### config.mk
export PLATFORM = sky130hd
export DESIGN_NAME = disp_scan_ctrl
export DESIGN_NICKNAME = d
export VERILOG_FILES = /design/src/rtl/disp_scan_ctrl_pkg.sv /design/src/rtl/disp_scan_ctrl_next_digit_sel.sv /design/src/rtl/disp_scan_ctrl.sv
export SDC_FILE = /design/constraint.sdc
export NUM_CORES = 1
export LEC_CHECK = 0
export CORE_ASPECT_RATIO = 1.25
export CORE_MARGIN = 2
export CORE_UTILIZATION = 55
export DETAILED_ROUTE_END_ITERATION = 10
export PLACE_DENSITY = 0.78
export SYNTH_ARGS = -nofsm -noshare
export SYNTH_HDL_FRONTEND = slang
export SYNTH_SLANG_ARGS = --single-unit
export TNS_END_PERCENT = 50
### constraint.sdc
create_clock -name clk -period 2.5 [get_ports clk]
set_input_delay 0.5 -clock clk [delete_from_list [all_inputs] [get_ports clk]]
set_output_delay 0.5 -clock clk [all_outputs]
set_load 0.05 [all_outputs]
### src/rtl/disp_scan_ctrl_pkg.sv
// Shared types and constants for the seven-segment scan controller.
//   scan_state_t : scan FSM state encoding
//   NUM_DIGITS   : digits on the display
//   AN_OFF       : anode pattern with every digit dark (anodes are active-low)
//   an_onehot_low: anode pattern lighting exactly one digit
package disp_pkg;

    typedef enum logic [1:0] {
        IDLE  = 2'd0,
        BLANK = 2'd1,
        SHOW  = 2'd2
    } scan_state_t;

    localparam int unsigned NUM_DIGITS = 4;
    localparam logic [3:0]  AN_OFF     = 4'hF;

    function automatic logic [3:0] an_onehot_low(input logic [1:0] idx);
        return ~(4'b0001 << idx);
    endfunction

endpackage

### src/rtl/disp_scan_ctrl_next_digit_sel.sv
// Combinational digit picker for the scan controller.
// Ports:
//   sel      in  2  currently selected digit
//   digit_en in  4  per-digit enable mask
//   next_sel out 2  first enabled digit after sel (sel+1..sel+3, wrapping),
//                   falling back to sel itself
//   low_sel  out 2  lowest enabled digit (0 when the mask is empty)
module next_digit_sel
    import disp_pkg::*;
(
    input  logic [1:0] sel,
    input  logic [3:0] digit_en,
    output logic [1:0] next_sel,
    output logic [1:0] low_sel
);

    logic [1:0] cand;

    always_comb begin
        cand     = sel;
        next_sel = sel;
        // Walk from the farthest offset down so the nearest enabled digit wins.
        for (int k = NUM_DIGITS - 1; k >= 1; k--) begin
            cand = sel + 2'(k);
            if (digit_en[cand]) begin
                next_sel = cand;
            end
        end
    end

    always_comb begin
        low_sel = 2'd0;
        for (int i = NUM_DIGITS - 1; i >= 0; i--) begin
            if (digit_en[i]) begin
                low_sel = 2'(i);
            end
        end
    end

endmodule

### src/rtl/disp_scan_ctrl.sv
// Time-multiplexed scan controller for a 4-digit seven-segment display.
// Drives the digit mux select, active-low anodes and active-low decimal point.
// Each digit period is TICK_DIV cycles: BLANK_CYC dark cycles while the mux and
// decoder settle, then the selected digit is lit for the rest of the period.
// Ports:
//   clk      in  1  system clock
//   reset    in  1  asynchronous active-high reset
//   en       in  1  scan enable; 0 keeps the display dark
//   digit_en in  4  per-digit enable mask
//   dp_in    in  4  decimal point request per digit, active-high
//   sel      out 2  digit mux select
//   an       out 4  anode enables, active-low, at most one low
//   dp       out 1  decimal point, active-low
// All outputs are registered.
module disp_scan_ctrl
    import disp_pkg::*;
#(
    parameter int unsigned TICK_DIV  = 100_000,
    parameter int unsigned BLANK_CYC = 1_000,
    parameter int unsigned CNT_W     = $clog2(TICK_DIV)
) (
    input  logic       clk,
    input  logic       reset,
    input  logic       en,
    input  logic [3:0] digit_en,
    input  logic [3:0] dp_in,
    output logic [1:0] sel,
    output logic [3:0] an,
    output logic       dp
);

    if (BLANK_CYC < 1 || BLANK_CYC >= TICK_DIV) begin : gen_param_check
        $error("disp_scan_ctrl: need 1 <= BLANK_CYC < TICK_DIV");
    end

    localparam logic [CNT_W-1:0] BLANK_LAST = CNT_W'(BLANK_CYC - 1);
    localparam logic [CNT_W-1:0] TICK_LAST  = CNT_W'(TICK_DIV - 1);

    scan_state_t      state_q, state_d;
    logic [CNT_W-1:0] cnt_q, cnt_d;
    logic [1:0]       sel_q, sel_d;
    logic [3:0]       an_q, an_d;
    logic             dp_q, dp_d;

    logic [1:0]       next_sel;
    logic [1:0]       low_sel;

    next_digit_sel u_next_digit_sel (
        .sel      (sel_q),
        .digit_en (digit_en),
        .next_sel (next_sel),
        .low_sel  (low_sel)
    );

    // State register (outputs registered alongside so they track the state).
    always_ff @(posedge clk or posedge reset) begin
        if (reset) begin
            state_q <= IDLE;
            cnt_q   <= '0;
            sel_q   <= 2'd0;
            an_q    <= AN_OFF;
            dp_q    <= 1'b1;
        end else begin
            state_q <= state_d;
            cnt_q   <= cnt_d;
            sel_q   <= sel_d;
            an_q    <= an_d;
            dp_q    <= dp_d;
        end
    end

    // Next-state logic.
    always_comb begin
        state_d = state_q;
        cnt_d   = cnt_q;
        sel_d   = sel_q;
        if (!en || digit_en == 4'h0) begin
            // Going dark from any state; sel is kept.
            state_d = IDLE;
            cnt_d   = '0;
        end else begin
            case (state_q)
                IDLE: begin
                    state_d = BLANK;
                    cnt_d   = '0;
                    sel_d   = low_sel;
                end
                BLANK: begin
                    cnt_d = cnt_q + CNT_W'(1);
                    if (cnt_q == BLANK_LAST) begin
                        state_d = SHOW;
                    end
                end
                SHOW: begin
                    if (cnt_q == TICK_LAST) begin
                        state_d = BLANK;
                        cnt_d   = '0;
                        sel_d   = next_sel;
                    end else begin
                        cnt_d = cnt_q + CNT_W'(1);
                    end
                end
                default: begin
                    state_d = IDLE;
                    cnt_d   = '0;
                end
            endcase
        end
    end

    // Output logic, computed from the next state so the registered outputs
    // line up with the registered state.
    always_comb begin
        an_d = AN_OFF;
        dp_d = 1'b1;
        if (state_d == SHOW) begin
            dp_d = ~dp_in[sel_d];
            // A digit disabled mid-period goes dark immediately.
            if (digit_en[sel_d]) begin
                an_d = an_onehot_low(sel_d);
            end
        end
    end

    assign sel = sel_q;
    assign an  = an_q;
    assign dp  = dp_q;

endmodule
==> impl_metrics.py <==
metrics = {
    "placed_design": {
        "gp_congestion": 0.923,
        "numPortBuffers": 17,
        "place_hpwl_um": 2610,
        "placed_cells": 219,
    },
    "clock_tree": {
        "clk_latency_ns": 0.33,
        "cts_setup_buffers": 0,
        "ctsResizeCount": 0,
        "htree_levels": 1,
        "cts_tree": "done",
        "cts-root-buf": "clkbuf_4",
        "clock_path_buffers": 2,
        "clk_pin_slew_ns": 0.14,
        "cts_hold_buf": 0,
        "cts_buffers": 3,
        "cts.sinks": 26,
    },
    "worst_setup_path": {
        "r2r_slack_ns": 0.16,
        "start_kind": "flip-flop",
        "ff2ff_path_depth": 6,
        "arrival_ns": 2.60,
        "cp-end-kind": "flip-flop",
        "critical_path_class": "reg2reg",
        "r2r_start": "cnt_q[11]$_DFF_PP0_",
        "worstPathMaxFanout": 6,
        "worstPathRequired_ns": 2.76,
        "r2r-end": "an[3]$_DFF_PP1_",
    },
    "sta": {
        "relSlewSlack": 0.663,
        "rsz0062_at_grt": "false",
        "slew_violations": 0,
        "post-route-min-period_ns": 2.34,
        "fin_skew_ns": 0.00130,
        "max_freq_mhz": 427,
        "setup_viol": 0,
        "hold_viol_final": 0,
        "tightest_slew_ns": 0.504,
        "period_share": 0.936,
    },
    "layout": {
        "fin_nets": 206,
        "fillers": 209,
        "final_core_util": 0.704,
        "antennaDiodeCount": 0,
        "area_growth_pct": 20.2,
        "regArea_um2": 657,
        "fin_cells": 223,
        "mostFrequentLayoutCells": "nor2_1 (22), dfrtp_1 (21), clkdlybuf4s50_1 (17), nand2_1 (12), buf_4 (12)",
        "final_common_cell": "nor2_1",
        "multiInputGateArea_um2": 863,
        "drive_gt1_frac": 0.164,
    },
    "synthesis": {
        "ys.flop_type": "dfrtp_1",
        "syn_nets": 177,
        "synth_xor_xnor_area_share": 0.0829,
        "avgSynthCellArea_um2": 9.85,
        "synth_edf_count": 0,
        "synth-seq-area-share": 0.414,
        "syn-instance-count": 161,
        "synth_area_leaders": "dfrtp_1 (33%), dfstp_2 (8.3%), nor2_1 (5.2%)",
        "async_reset_ff_frac": 1.00,
        "synth_area_um2": 1590,
        "ys_ff_latch": 26,
        "synthMuxAreaShare": 0.00947,
        "synth_fa_ha_area_frac": 0.0395,
        "yosysTopAreaCellShare": 0.331,
        "yosysWarnings": 0,
        "synth.distinct_cells": 48,
        "synth_area_leader_cell": "dfrtp_1",
        "synth_top_family_by_area": "simple AND/OR/NAND/NOR gates",
        "synth_simple_gate_area_frac": 0.297,
        "synth_compound_area_frac": 0.116,
    },
    "floorplanning": {
        "num_io_pins": 18,
        "die_width_um": 52.0,
        "core_area_um2": 2710,
        "fp.dieH_um": 64.0,
        "rows": 21,
        "initial_core_util": 0.586,
        "die_area_um2": 3330,
    },
    "global_route": {
        "grt_pass1_vias": 1400,
        "grt_max_degree": 27,
        "grt_overflow": 0,
        "grt_pass1_wl_um": 6010,
        "antenna_found_initial": 0,
        "grt_use_total": 0.238,
    },
    "detailed_routing": {
        "vias": 1287,
        "drtPass1Iterations": 4,
        "drt_iter0_markers": 43,
        "routed_wl_um": 3370,
        "ant_nets": 0,
        "wire_per_inst_um": 15.1,
        "via_per_inst": 5.77,
        "route.detailed.drc": 0,
    },
    "worst_hold_path": {
        "min-delay-path-class": "in2async",
    },
    "outcome": {
        "status": "finished clean",
    },
    "power": {
        "ir_drop_mv": 0.383,
        "p_per_area_nw_per_um2": 456,
        "p_leak_nw": 0.730,
        "p_total_uw": 870,
    },
    "flow_run": {
        "max-cap-violations": 0,
    },
}
report_power, final:
part           total, mW  switching [mW]  leakage (nW)  internal [mW]
clock network      0.290           0.128        0.0279          0.162
registers          0.441          0.0137         0.342          0.427
logic              0.139          0.0751         0.360         0.0637
worst max-delay path by stage:
stage / cells past startpoint / slack [ns] / to / start
6_report: 6 / 0.16 / an[3]$_DFF_PP1_ / cnt_q[11]$_DFF_PP0_
5_1_grt: 6 / 0.08 / an[3]$_DFF_PP1_ / cnt_q[11]$_DFF_PP0_
4_1_cts: 6 / 0.17 / an[3]$_DFF_PP1_ / cnt_q[11]$_DFF_PP0_
3_5_place_dp: 7 / -0.03 / dp$_DFF_PP1_ / digit_en[1]
3_3_place_gp: 7 / 0.02 / dp$_DFF_PP1_ / digit_en[1]
2_1_floorplan: 8 / 0.15 / dp$_DFF_PP1_ / sel[1]$_DFF_PP0_
state kept, by name, summed over array words and instances, names as in the netlist:
name / count
cnt_q: 17
sel: 2
an: 4
state_q: 2
dp: 1
Yosys cell counts, drive strengths merged, types with 3 or more instances:
cell type,count
a21oi,3
buf,3
dfrtp,21
dfstp,5
ha,5
inv,8
nand2,12
nand3,11
nand4,5
nor2,23
nor2b,4
o211ai,3
o21ai,5
xnor2,6
xor2,9
per-stage QoR:
step	cell area [um2]	hold WS, ns	TNS [ns]	setup slack (ns)
6_report	1910	0.498	0	0.160
5_1_grt	1910	0.522	0	0.0848
4_1_cts	1910	0.501	0	0.173
3_5_place_dp	1850	0.482	-0.0298	-0.0298
3_3_place_gp	1850	0.473	0	0.0186
2_1_floorplan	1590	0.455	0	0.147
per-layer routing:
metal	global-route usage	routed length (um)	vias up
met5	0	0	-
met1	0.260	1350	635
met3	0.0280	78	7
li1	-	-	627
met2	0.454	1890	18
met4	0.0789	61	0
critical path: stages (launching register included):
cell,delay [ns]
dfrtp_1,0.48
or4_4,0.60
or4_4,0.47
nand4bb_1,0.27
nand4_4,0.18
nor2b_4,0.17
nand3_1,0.10
cells by family after synthesis:
| group | Yosys count |
|---|---|
| buffers and inverters | 13 |
| and+or+nand+nor | 79 |
| DFF | 26 |
| xor gates and xnor gates | 15 |
| adders and majority gates | 5 |
| AOI/OAI and AO/OA | 22 |
| muxes | 1 |
layout make-up:
type                            count  share of cell area
Clock inverter                      1              0.0158
Clock buffer                        3              0.0118
Tap cell                           34              0.0223
Sequential cell                    26               0.345
Timing Repair Buffer               29               0.137
Multi-Input combinational cell    122               0.453
Inverter                            8              0.0158
(Power assumes the default switching activity.)
==> RTL edit 1 (same settings) <==
`NUM_DIGITS`: 4 -> 2.
--- a/src/rtl/disp_scan_ctrl_pkg.sv
+++ b/src/rtl/disp_scan_ctrl_pkg.sv
@@ -11,7 +11,7 @@
         SHOW  = 2'd2
     } scan_state_t;
 
-    localparam int unsigned NUM_DIGITS = 4;
+    localparam int unsigned NUM_DIGITS = 2;
     localparam logic [3:0]  AN_OFF     = 4'hF;
 
     function automatic logic [3:0] an_onehot_low(input logic [1:0] idx);
Check against the original RTL: not equivalent (a bounded check fails within 4 cycles, from zero or initial values and one cycle with reset high).
==> RTL edit 1 against the original RTL <==
  * Area after synthesis down 8.7%
  * Synthesized cell count down 11%
  * Non-clock buffer count down 8
  * Sequential cell count unchanged
  * Sequential share of layout area up 3.9 points
  * Critical path depth up 1
  * Clock power down 38%
  * Combinational power down 25%
  * Core utilization down 1.3 points
  * Design area down 10%
  * Wire length down 12%
  * Power down 17%
  * Setup slack better by 0.14 ns
  * Critical endpoint is now an[2]
==> RTL edit 1: results (changes against the original RTL) <==
* Status: completed (unchanged)
* Rows at 20 (was 21)
* Final period util at 0.881 (was 0.936)
* Tot GR Track Use at 0.216 (was 0.238)
* Worst-skew pair later-pin latency at 0.31 ns (was 0.33 ns)
* Slew Limit Headroom at 0.647 (was 0.663)
* Final #Nets at 184 (was 206)
* Share of the yosys chip area belonging to registers at 0.454 (was 0.414)
* Grt met1 use at 0.269 (was 0.260)
* Worst Setup EP: an[2] (was an[3])
* Layout cells sized above 1 at 0.114 (was 0.164)
* Worst vdd ir at 0.259 mV (was 0.383 mV)
* Synth cell types at 38 (was 48)
* DP Wirelength at 2280 um (was 2610 um)
* R2R cell count at 7 (was 6)
* Initial DRC Count at 28 (was 43)
* Met2 WL post-DR at 1490 um (was 1890 um)
* DRT Wirelength at 2970 um (was 3370 um)
* Finished Layout Cells at 200 (was 223)
* PwrDens at 421 nW/um^2 (was 456 nW/um^2)
* Crit-path max cell delay at 0.49 ns (was 0.60 ns)
* Crit path from: cnt_q[0] (was cnt_q[11])
* Combinational cell power at 0.104 mW (was 0.139 mW)
* Syn_nets at 159 (was 177)
* Clk_skew at 0.00319 ns (was 0.00130 ns)
* Worst min-delay path category: reg2reg (was in2async)
* Int Pwr at 0.534 mW (was 0.653 mW)
* Area after DPL at 1680 um^2 (was 1850 um^2)
* Routed met3 length at 88 um (was 78 um)
* Leakage Power at 0.698 nW (was 0.730 nW)
* GR met2 Demand/Resource at 0.381 (was 0.454)
* WHS at 0.524 ns (was 0.498 ns)
* Vias at 1,168 (was 1,287)
* Met3 usage in global routing at 0.0413 (was 0.0280)
* Pre-CTS setup slack at 0.148 ns (was -0.0298 ns)
* Vias in the first global route at 1,118 (was 1,400)
* Synth area leaders: dfrtp_1, dfstp_2, xor2_1 (was dfrtp_1, dfstp_2, nor2_1)
* Commonest cells in the netlist: dfrtp_1, nor2_1, nand3_1, xor2_1 (was nor2_1, dfrtp_1, nand2_1, nand3_1, xor2_1)
* First-pass GRT wire length at 4930 um (was 6010 um)
* Filler instances at 174 (was 209)
* CP max-delay cell: a2111oi_1 (was or4_4)
==> RTL edit 1: cell count changes after synthesis, moves of 3 or more <==
cell / delta
mux2_2: +3
nand2_1: -5
nor2_1: -5
xnor2_1: -4
==> RTL edit 1: cell type report <==
class,count,area [um^2],area share
tap,33,41.3,0.0241
inverter,7,26.3,0.0154
multi-input combinational,109,761,0.444
timing repair buffer,21,200,0.117
clock buffer,4,26.3,0.0154
sequential,26,657,0.384
==> RTL edit 1: timing repair <==
item | in CTS | in global routing
hold buffers | 0 | 0
setup endpoints to repair | 0 | 4
resized for setup | 0 | 1
==> RTL edit 1: logic make-up after synthesis <==
logic type	Yosys count	share of synthesized area
XOR/XNOR	13	0.0787
flip-flops	26	0.454
buffers and inverters	8	0.0216
AND/OR/NAND/NOR	66	0.271
AO/OA/AOI/OAI	22	0.109
multiplexers	3	0.0233
adder cells (fa/ha/maj)	5	0.0432
==> RTL edit 2 (same settings) <==
Without the edit above. The 3 states of `scan_state_t` get a one-hot encoding in 3 bits.
--- a/src/rtl/disp_scan_ctrl_pkg.sv
+++ b/src/rtl/disp_scan_ctrl_pkg.sv
@@ -5,10 +5,10 @@
 //   an_onehot_low: anode pattern lighting exactly one digit
 package disp_pkg;
 
-    typedef enum logic [1:0] {
-        IDLE  = 2'd0,
-        BLANK = 2'd1,
-        SHOW  = 2'd2
+    typedef enum logic [2:0] {
+        IDLE  = 3'b001,
+        BLANK = 3'b010,
+        SHOW  = 3'b100
     } scan_state_t;
 
     localparam int unsigned NUM_DIGITS = 4;
Function: no difference found for any inputs over 10 cycles, from zero or initial values and one cycle with reset high; not proved beyond that.
==> RTL edit 2 against the original RTL <==
  * Combinational power is 15% higher
  * Power is 6.7% lower
  * Setup slack worse by 0.023 ns
  * First-iteration DRC count is 44% lower
  * Critical path depth is 2 higher
  * Fmax is 0.98% lower
  * Non-clock buffer count stayed put
  * Design area is 5.3% lower
  * Sequential share of layout area is 3.4 points higher
  * Wire length is 11% lower
  * Area after synthesis is 6.7% lower
  * Sequential cell count is 1 higher
  * Final cell count is 4.5% lower
  * Critical endpoint is now dp
==> RTL edit 2: results (changes against the original RTL) <==
* H-tree Lvls at 1 (unchanged)
* Synth area leaders: dfrtp_1, dfstp_2, xor2_1 (was dfrtp_1, dfstp_2, nor2_1)
* F_max at 423 MHz (was 427 MHz)
* Crit path DAT at 2.62 ns (was 2.60 ns)
* Vias at 1,202 (was 1,287)
* Commonest cells in the netlist: dfrtp_1, nor2_1, nand2_1, nand3_1 (was nor2_1, dfrtp_1, nand2_1, nand3_1, xor2_1)
* DP Wirelength at 2270 um (was 2610 um)
* Initial antenna violation count at 0 (unchanged)
* Synth cell types at 49 (was 48)
* Filler instances at 213 (was 209)
* Worst-path maximum fanout at 5 (was 6)
* Leakage Power at 0.754 nW (was 0.730 nW)
* Asr flop ratio synth at 1.00 (unchanged)
* Clk_skew at 0.00533 ns (was 0.00130 ns)
* Pin count of the biggest net entering global routing at 28 (was 27)
* Clock root cell: clkbuf_4 (unchanged)
* Grt met1 use at 0.237 (was 0.260)
* Most used DFF post-synth: dfrtp_1 (unchanged)
* Layout cells sized above 1 at 0.196 (was 0.164)
* Number of port buffers at 17 (unchanged)
* Status: completed (unchanged)
* Max reg flops at 17 (unchanged)
* Max clock buf depth at 2 (unchanged)
* Post-CTS Resized at 0 (unchanged)
* CTS Buf Count at 3 (unchanged)
* Wirelength per Cell at 14.1 um (was 15.1 um)
* Initial DRC Count at 24 (was 43)
* # diodes at 0 (unchanged)
* Flop2flop setup slack at 0.14 ns (was 0.16 ns)
* Yosys warns at 0 (unchanged)
* First-pass GRT wire length at 4860 um (was 6010 um)
* Largest Register: cnt_q (unchanged)
* Pre-CTS setup slack at -0.139 ns (was -0.0298 ns)
* GR met2 Demand/Resource at 0.378 (was 0.454)
* Worst vdd ir at 0.318 mV (was 0.383 mV)
* Slew Limit Headroom at 0.648 (was 0.663)
* Tot GR Track Use at 0.210 (was 0.238)
* Share of the yosys chip area belonging to registers at 0.462 (was 0.414)
* Clock Pin Slew Worst Setup and Hold Paths at 0.14 ns (about the same)
* Worst min-delay path category: reg2reg (was in2async)
* Routability Congestion at 0.831 (was 0.923)
* Syn_nets at 159 (was 177)
* Final #Nets at 192 (was 206)
* Met3 usage in global routing at 0.0263 (was 0.0280)
* Drt first pass iters at 4 (unchanged)
* Worst-skew pair later-pin latency at 0.32 ns
## RTL edit 2: routing by layer
metal	vias to the layer above	routed length, um
li1	587	-
met1	577	1250
met2	30	1620
met3	8	76
met4	0	61
met5	-	0
## RTL edit 2: timing repair
action                                  4_1_cts  5_1_grt
endpoints found under the setup margin        0        1
endpoints found under the hold margin         0        0
buffers inserted                              0        1
## RTL edit 2: critical path, stage by stage (launching register included)
cell      delay, ns
dfrtp_1        0.45
or4_4          0.56
nor4b_4        0.22
buf_4          0.19
nor2_2         0.05
a211oi_2       0.26
inv_2          0.09
mux2_4         0.31
a22oi_2        0.17
## RTL edit 2: cells by family after synthesis
family	count (synthesis)	share of synthesized area
simple gates	66	0.265
compound gates	27	0.134
flops	27	0.462
xor+xnor	14	0.0829
buf+inv	9	0.0237
mux	3	0.0245
fa+ha+maj	1	0.00846
## RTL edit 2: final timing paths
| path | start | end | cells past startpoint |
|---|---|---|---|
| setup / recovery | cnt_q[12] | dp | 8 |
| hold reg to reg | cnt_q[0] | cnt_q[0] | 1 |
| max in group asynchronous | reset | state_q[0] | 3 |
| min in group asynchronous | reset | cnt_q[12] | 3 |
| hold / removal | cnt_q[0] | cnt_q[0] | 1 |
| setup reg to reg | cnt_q[12] | dp | 8 |
## RTL edit 2: through the flow
step	instances	util	hold slack [ns]	setup TNS [ns]	instance area, um^2
after floorplan	147	-	0.455	0	1480
after global placement	208	0.673	0.469	-0.0445	1770
after detailed placement	208	0.673	0.484	-0.176	1770
after CTS	212	0.684	0.503	0	1800
after global routing	213	0.687	0.530	0	1800
final	213	0.687	0.497	0	1800
## RTL edit 2: area by class of cell
class                   count  area, um^2  area share
multi-input cells         111         761       0.422
flip-flops and latches     27         683       0.379
repair buffers             29         260       0.144
well taps                  34        42.5      0.0236
inverters                   8        30.0      0.0166
clock buffers               3        22.5      0.0125
clock inverters             1        5.00     0.00277
## RTL edit 2: where the power goes
group          leakage, nW  internal (mW)  total [mW]  switching, mW
combinational        0.383         0.0745       0.160         0.0853
sequential           0.354          0.450       0.470         0.0193
clock               0.0177         0.0599       0.183          0.123
